<file path="src/rtl/trig_time_gen_if.sv">
// Trigger time output stream: queue head plus ready/valid handshake.
interface trig_time_gen_if;
    logic [15:0] trig_time_o;
    logic [15:0] trig_num_o;
    logic        trig_time_valid_o;
    logic        trig_time_ready_i;

    modport master (
        output trig_time_o,
        output trig_num_o,
        output trig_time_valid_o,
        input  trig_time_ready_i
    );

    modport slave (
        input  trig_time_o,
        input  trig_num_o,
        input  trig_time_valid_o,
        output trig_time_ready_i
    );
endinterface

</file>
<file path="src/rtl/trig_time_gen.sv">
// Trigger timestamp generator with holdoff, FWFT output queue and run control.
// Optional drop counter enabled by defining TRIG_TIME_GEN_DROP_CNT_EN.
module trig_time_gen #(
    parameter int unsigned HOLDOFF = 16,
    parameter int unsigned QDEPTH  = 4
) (
    input  logic              aclk_i,
    input  logic              aclk_rst_i,
    input  logic              run_start_i,
    input  logic              run_stop_i,
    input  logic              trig_i,
    input  logic [11:0]       trig_offset_i,
    trig_time_gen_if.master   out_if,
    output logic [15:0]       drop_count_o,
    output logic              running_o
);
    localparam int AW = $clog2(QDEPTH);

    localparam logic [1:0] S_IDLE  = 2'd0;
    localparam logic [1:0] S_RUN   = 2'd1;
    localparam logic [1:0] S_HOLD  = 2'd2;
    localparam logic [1:0] S_FLUSH = 2'd3;

    logic [14:0]   tcnt_q;
    logic [1:0]    state_q, state_d;
    logic [15:0]   hcnt_q, hcnt_d;
    logic [15:0]   num_q, num_d;
    logic [AW-1:0] wr_q, rd_q;
    logic [AW:0]   cnt_q, cnt_d;
    logic [14:0]   tmem_q [QDEPTH];
    logic [15:0]   nmem_q [QDEPTH];

    logic full, empty, start, stop, acc, deq, flush;

    assign full  = cnt_q == (AW+1)'(QDEPTH);
    assign empty = cnt_q == '0;
    assign start = run_start_i && (state_q == S_IDLE);
    assign stop  = run_stop_i && ((state_q == S_RUN) || (state_q == S_HOLD));
    assign acc   = trig_i && !run_stop_i && (state_q == S_RUN) && !full;
    assign flush = stop || (state_q == S_FLUSH);
    assign deq   = !empty && out_if.trig_time_ready_i;

    always_comb begin
        state_d = state_q;
        hcnt_d  = hcnt_q;
        unique case (state_q)
            S_IDLE: begin
                if (run_start_i) state_d = S_RUN;
            end
            S_RUN: begin
                if (run_stop_i) begin
                    state_d = S_FLUSH;
                end else if (acc) begin
                    state_d = S_HOLD;
                    hcnt_d  = 16'(HOLDOFF - 1);
                end
            end
            S_HOLD: begin
                if (run_stop_i) state_d = S_FLUSH;
                else if (hcnt_q == '0) state_d = S_RUN;
                else hcnt_d = hcnt_q - 16'd1;
            end
            S_FLUSH: state_d = S_IDLE;
            default: state_d = S_IDLE;
        endcase
    end

    always_comb begin
        num_d = num_q;
        if (start) num_d = '0;
        else if (acc) num_d = num_q + 16'd1;
    end

    // Full is judged before the dequeue, so a pop never makes room for a same-cycle push.
    always_comb begin
        cnt_d = cnt_q;
        if (flush) cnt_d = '0;
        else if (acc && !deq) cnt_d = cnt_q + 1'b1;
        else if (!acc && deq) cnt_d = cnt_q - 1'b1;
    end

    always_ff @(posedge aclk_i) begin
        if (aclk_rst_i) begin
            tcnt_q  <= '0;
            state_q <= S_IDLE;
            hcnt_q  <= '0;
            num_q   <= '0;
            wr_q    <= '0;
            rd_q    <= '0;
            cnt_q   <= '0;
        end else begin
            tcnt_q  <= tcnt_q + 15'd1;
            state_q <= state_d;
            hcnt_q  <= hcnt_d;
            num_q   <= num_d;
            cnt_q   <= cnt_d;
            if (flush) begin
                wr_q <= '0;
                rd_q <= '0;
            end else begin
                if (acc) wr_q <= wr_q + 1'b1;
                if (deq) rd_q <= rd_q + 1'b1;
            end
        end
    end

    always_ff @(posedge aclk_i) begin
        if (acc) begin
            tmem_q[wr_q] <= tcnt_q - 15'(trig_offset_i);
            nmem_q[wr_q] <= num_q;
        end
    end

`ifdef TRIG_TIME_GEN_DROP_CNT_EN
    logic        drop;
    logic [15:0] drop_q;

    assign drop = trig_i && !run_stop_i
                  && (((state_q == S_RUN) && full) || (state_q == S_HOLD));

    always_ff @(posedge aclk_i) begin
        if (aclk_rst_i) drop_q <= '0;
        else if (start) drop_q <= '0;
        else if (drop && (drop_q != 16'hFFFF)) drop_q <= drop_q + 16'd1;
    end

    assign drop_count_o = drop_q;
`else
    assign drop_count_o = '0;
`endif

    assign out_if.trig_time_valid_o = !empty;
    assign out_if.trig_time_o = empty ? 16'h0 : {1'b0, tmem_q[rd_q]};
    assign out_if.trig_num_o  = empty ? 16'h0 : nmem_q[rd_q];
    assign running_o = (state_q == S_RUN) || (state_q == S_HOLD);
endmodule

</file>
<file path="src/flat_wrapper.sv">
// flat-port wrapper written by rule: the top's interface ports become plain ports
module trig_time_gen_flat 
#(
    parameter int unsigned HOLDOFF = 16,
    parameter int unsigned QDEPTH  = 4
)
  (aclk_i, aclk_rst_i, run_start_i, run_stop_i, trig_i, trig_offset_i, drop_count_o, running_o, out_if_trig_time_o, out_if_trig_num_o, out_if_trig_time_valid_o, out_if_trig_time_ready_i);
  trig_time_gen_if out_if_i ();
  input  logic aclk_i;
  input  logic aclk_rst_i;
  input  logic run_start_i;
  input  logic run_stop_i;
  input  logic trig_i;
  input  logic [11:0] trig_offset_i;
  output logic [15:0] drop_count_o;
  output logic running_o;
  output wire logic [$bits(out_if_i.trig_time_o)-1:0] out_if_trig_time_o;
  output wire logic [$bits(out_if_i.trig_num_o)-1:0] out_if_trig_num_o;
  output wire logic [$bits(out_if_i.trig_time_valid_o)-1:0] out_if_trig_time_valid_o;
  input wire logic [$bits(out_if_i.trig_time_ready_i)-1:0] out_if_trig_time_ready_i;
  assign out_if_trig_time_o = out_if_i.trig_time_o;
  assign out_if_trig_num_o = out_if_i.trig_num_o;
  assign out_if_trig_time_valid_o = out_if_i.trig_time_valid_o;
  assign out_if_i.trig_time_ready_i = out_if_trig_time_ready_i;
  trig_time_gen #(.HOLDOFF(HOLDOFF), .QDEPTH(QDEPTH)) u_core (.aclk_i(aclk_i), .aclk_rst_i(aclk_rst_i), .run_start_i(run_start_i), .run_stop_i(run_stop_i), .trig_i(trig_i), .trig_offset_i(trig_offset_i), .out_if(out_if_i), .drop_count_o(drop_count_o), .running_o(running_o));
endmodule
</file>
<file path="config.mk">
export PLATFORM = sky130hd
export DESIGN_NAME = trig_time_gen_flat
export DESIGN_NICKNAME = d
export VERILOG_FILES = /design/src/rtl/trig_time_gen_if.sv /design/src/rtl/trig_time_gen.sv /design/src/flat_wrapper.sv
export SDC_FILE = /design/constraint.sdc
export NUM_CORES = 1
export LEC_CHECK = 0
export ABC_AREA = 0
export CORE_UTILIZATION = 28
export CTS_BUF_LIST = sky130_fd_sc_hd__clkbuf_8
export DETAILED_ROUTE_END_ITERATION = 10
export GPL_ROUTABILITY_DRIVEN = 1
export GPL_TIMING_DRIVEN = 0
export MAX_ROUTING_LAYER = met4
export PLACE_DENSITY_LB_ADDON = 0.08
export RECOVER_POWER = 25
export SETUP_SLACK_MARGIN = 0.15
export SYNTH_ARGS = -nofsm -noshare
export SYNTH_HDL_FRONTEND = slang
export SYNTH_SLANG_ARGS = --single-unit
</file>
<file path="constraint.sdc">
create_clock -name aclk_i -period 6.8 [get_ports aclk_i]
set_input_delay 1.7 -clock aclk_i [delete_from_list [all_inputs] [get_ports aclk_i]]
set_output_delay 1.7 -clock aclk_i [all_outputs]
set_load 0.02 [all_outputs]
</file>
==> flow_metrics.py, run 1 <==
metrics = {
    "power_and_ir_drop": {
        "power.internal_mw": 2.076,
        "seqPwrFrac": 0.406,
        "power_density_mw_per_mm2": 332.2,
        "peakVddDrop_v": 0.0001301,
        "power_frac_comb": 0.372,
        "p_switching_mw": 1.130,
        "p_leak_nw": 3.399,
        "swShare": 0.3525,
        "design_power_total_mw": 3.206,
        "power.share.clock": 0.222,
    },
    "cells_and_area": {
        "fillerInstances": 2828,
        "finalNonFillerCells": 1096,
        "final_area_sq_mm": 0.009651,
        "area_growth_pct": 18.70,
        "drive_gt1_frac": 0.1362,
        "final_nets": 744,
        "fin_util": 0.3371,
        "antennaDiodeCount": 0,
    },
    "sta": {
        "final-setup-viol-count": 0,
        "worst_pin_slew_ns": 1.017,
        "setup_tns_ns": 0,
        "slew_violations": 0,
        "fin_ws_ns": 2.099,
        "rsz0062_at_grt": "false",
        "whs_ns": 0.4727,
        "fin_crit_sh": 0.6913,
        "hold_viol": 0,
        "min_period_ns": 4.701,
        "relSlewSlack": 0.3221,
        "fin_skew_ns": 0.02145,
        "fmax_mhz": 212.7,
    },
    "setup_path": {
        "r2r_end": "u_core.cnt_q[2]$_SDFFE_PP0P_",
        "crit_chain": "buf_1 -> mux4_2 -> and2_1 -> clkdlybuf4s50_1",
        "worst_path_dominant_cell_family": "buffers and inverters",
        "rr_startpoint": "u_core.state_q[1]$_SDFFE_PP0P_",
        "cp_slowest_cell": "buf_1",
        "r2r.worst_path.cells": 12,
        "crit_buf_inv": 2,
        "critPathMaxStageDelay_ns": 0.77,
        "arrival_ns": 3.00,
        "path_depth": 4,
        "end_kind": "output port",
        "cp.required_ns": 5.10,
        "critical_path_class": "reg2out",
        "path_max_fanout": 10,
        "startpoint_type": "flip-flop",
        "r2r_slack_ns": 3.59,
    },
    "clocking": {
        "cts_buffers": 17,
        "cts_max_path_buffers": 2,
        "insertion_delay_ns": 0.47,
        "post-cts-setup-buffers": 0,
        "cts_tree": "built",
        "cts_root_buffer": "clkbuf_8",
        "cts_max_level": 4,
        "cts.clk_slew.worst_paths_ns": 0.11,
        "cts_resized": 0,
        "hold_buffers": 0,
        "clock-sinks": 182,
    },
    "global_route": {
        "grt_usage": 0.1254,
        "grt_pass1_wl_mm": 26.76,
        "antenna_found_initial": 0,
        "grt_pass1_vias": 4884,
        "overflow": 0,
        "grt_max_degree": 24,
    },
    "floorplanning": {
        "die_height_um": 172.4,
        "rows": 62,
        "io_pins": 68,
        "initial_core_util": 0.2840,
        "die_w_um": 172.4,
        "dieArea_sq_mm": 0.02972,
        "coreArea_sq_mm": 0.02863,
    },
    "drt": {
        "first_pass_iters": 7,
        "drc": 1,
        "via_per_inst": 4.401,
        "wl_per_cell_um": 15.40,
        "vias": 4824,
        "drt-initial-drc-count": 174,
        "wl_mm": 16.88,
        "ant_nets": 0,
    },
    "run": {
        "drv_cap": 0,
    },
    "synth": {
        "synth_warnings": 0,
        "ys_types": 51,
        "async_flop_share": 0,
        "synthFlopType": "edfxtp_1",
        "synthesis.area_sq_mm": 0.008130,
        "ys_ff_latch": 182,
        "syn_area_per_cell_sq_um": 13.33,
        "syn_inst": 610,
        "synth-edff-count": 124,
        "synth-seq-area-share": 0.6008,
    },
    "hold_path": {
        "hp-start": "u_core.tcnt_q[0]$_SDFF_PP0_",
        "whs_path_depth": 1,
        "hold_class": "reg2reg",
        "hold_path_end": "u_core.tcnt_q[0]$_SDFF_PP0_",
    },
    "place": {
        "placed_area_sq_mm": 0.009256,
        "io_buffers": 50,
        "dp.cells": 1064,
        "place_ws_ns": 2.019,
        "hpwlAfterDp_mm": 11.66,
        "gp_congestion": 0.8031,
    },
    "status": {
        "violations": "design-rule violations",
        "status": "finished, violations left",
    },
}
==> logic make-up after synthesis <==
group | count (synthesis) | share of synthesized area
buffers and inverters | 63 | 0.03786
AND/OR/NAND/NOR | 189 | 0.1231
other | 1 | 0.0004612
multiplexers | 34 | 0.08957
flip-flops | 182 | 0.6008
AO/OA/AOI/OAI | 64 | 0.05094
XOR/XNOR | 50 | 0.05386
adder cells (fa/ha/maj) | 27 | 0.04340
==> synth_stat cells, types with 2 or more instances <==
master    instances  area share
edfxtp_1        124        0.46
nor2_1           59       0.027
dfxtp_1          58        0.14
and2_1           36       0.028
xor2_1           32       0.034
mux4_2           31       0.086
inv_1            28       0.013
ha_1             25       0.038
nand2_1          20      0.0092
o21ai_0          19       0.012
xnor2_1          18       0.019
buf_4            17       0.016
a21oi_1          16      0.0098
nand3_1          14      0.0086
clkbuf_1         12      0.0055
or3_1            11      0.0085
and3_1            9      0.0069
nand4_1           9      0.0069
and4_1            5      0.0054
buf_1             5      0.0023
nand2b_1          5      0.0038
nor3_1            5      0.0031
a211oi_1          4      0.0037
a311oi_1          4      0.0043
a31oi_1           4      0.0031
mux2i_1           3      0.0037
nor2b_1           3      0.0023
nor4_1            3      0.0023
o21a_1            3      0.0028
or4_4             3      0.0042
a21o_1            2      0.0018
fa_1              2      0.0049
o31ai_1           2      0.0018
or2_2             2      0.0015
==> layout by cell type, fill, tap and decap left out, types with 17 or more instances in the layout <==
cell	netlist	final
dfxtp_1	58	58
conb_1	1	17
nor2_1	59	59
ha_1	25	25
edfxtp_1	124	124
mux4_2	31	31
buf_4	17	17
xor2_1	32	32
and2_1	36	32
inv_1	28	29
clkbuf_8	0	17
nand2_1	20	20
clkdlybuf4s50_1	0	47
xnor2_1	18	18
o21ai_0	19	19
==> worst register-to-register path, delay by kind of cell, from the launching register on <==
family | cells | cell delay, ns
buffers and inverters | 4 | 0.94
adders and majority gates | 3 | 0.87
and+or+nand+nor | 3 | 0.64
DFF | 1 | 0.37
xor gates and xnor gates | 1 | 0.18
AOI/OAI and AO/OA | 1 | 0.14
==> worst max-delay path by stage <==
stage / startpoint / endpoint / slack, ns
final: flip-flop / out_if_trig_time_o[14] / 2.10
after global routing: flip-flop / out_if_trig_num_o[3] / 1.85
after CTS: flip-flop / out_if_trig_time_o[14] / 1.97
after detailed placement: run_stop_i / u_core.cnt_q[2]$_SDFFE_PP0P_ / 2.02
after global placement: run_stop_i / u_core.tmem_q[3][0]$_DFFE_PP_ / 1.49
after floorplan: run_stop_i / u_core.cnt_q[2]$_SDFFE_PP0P_ / 3.05
==> routing by layer <==
| metal | GRT usage | vias to the layer above | share of wire |
|---|---|---|---|
| met5 | - | - | 0 |
| met4 | 0.03655 | 0 | 0.012 |
| met3 | 0.02678 | 11 | 0.032 |
| met2 | 0.2067 | 68 | 0.50 |
| met1 | 0.1543 | 2372 | 0.46 |
| li1 | - | 2373 | - |
==> power groups by stage <==
stage / logic (mW) / registers (mW) / clock network, mW
final: 1.19 / 1.30 / 0.711
after global routing: 1.31 / 1.31 / 0.787
after CTS: 1.23 / 1.30 / 0.744
after detailed placement: 1.22 / 1.33 / 0
after global placement: 1.21 / 1.33 / 0
after floorplan: 0.776 / 1.31 / 0
==> cell type report <==
cell class,instances,area [sq um],share of cell area
Buffer,35,202.7,0.02100
Clock buffer,17,234.0,0.02424
Multi-Input combinational cell,381,3003,0.3112
Tap cell,384,480.5,0.04979
Timing Repair Buffer,54,580.6,0.06016
Sequential cell,182,4885,0.5062
Inverter,28,105.1,0.01089
Clock inverter,15,160.2,0.01660
==> state kept, by name, summed over array words and instances (netlist names), named ones only <==
register / count
u_core.num_q: 16
u_core.wr_q: 2
u_core.cnt_q: 3
u_core.tcnt_q: 15
u_core.state_q: 2
u_core.nmem_q: 64
u_core.hcnt_q: 16
u_core.tmem_q: 60
u_core.rd_q: 2
Note: power is estimated with default switching activity, not from simulation.
==> inputs of run 2 (changes only) <==
==> constraint.sdc (replaced) <==
create_clock -name aclk_i -period 4.63 [get_ports aclk_i]
set_input_delay 1.1575 -clock aclk_i [delete_from_list [all_inputs] [get_ports aclk_i]]
set_output_delay 1.1575 -clock aclk_i [all_outputs]
set_load 0.02 [all_outputs]
==> results of run 2 <==
The final DEF is identical to that of run 1. Status: finished, violations left: design-rule violations.
Among the figures that moved: setup slack after placement 2.019 ns -> 0.3913 ns; setup slack after layout 2.099 ns -> 0.4716 ns; register-to-register setup slack 3.59 ns -> 1.42 ns; total power 3.206 mW -> 4.708 mW; worst IR drop on VDD 0.0001301 V -> 0.0001910 V
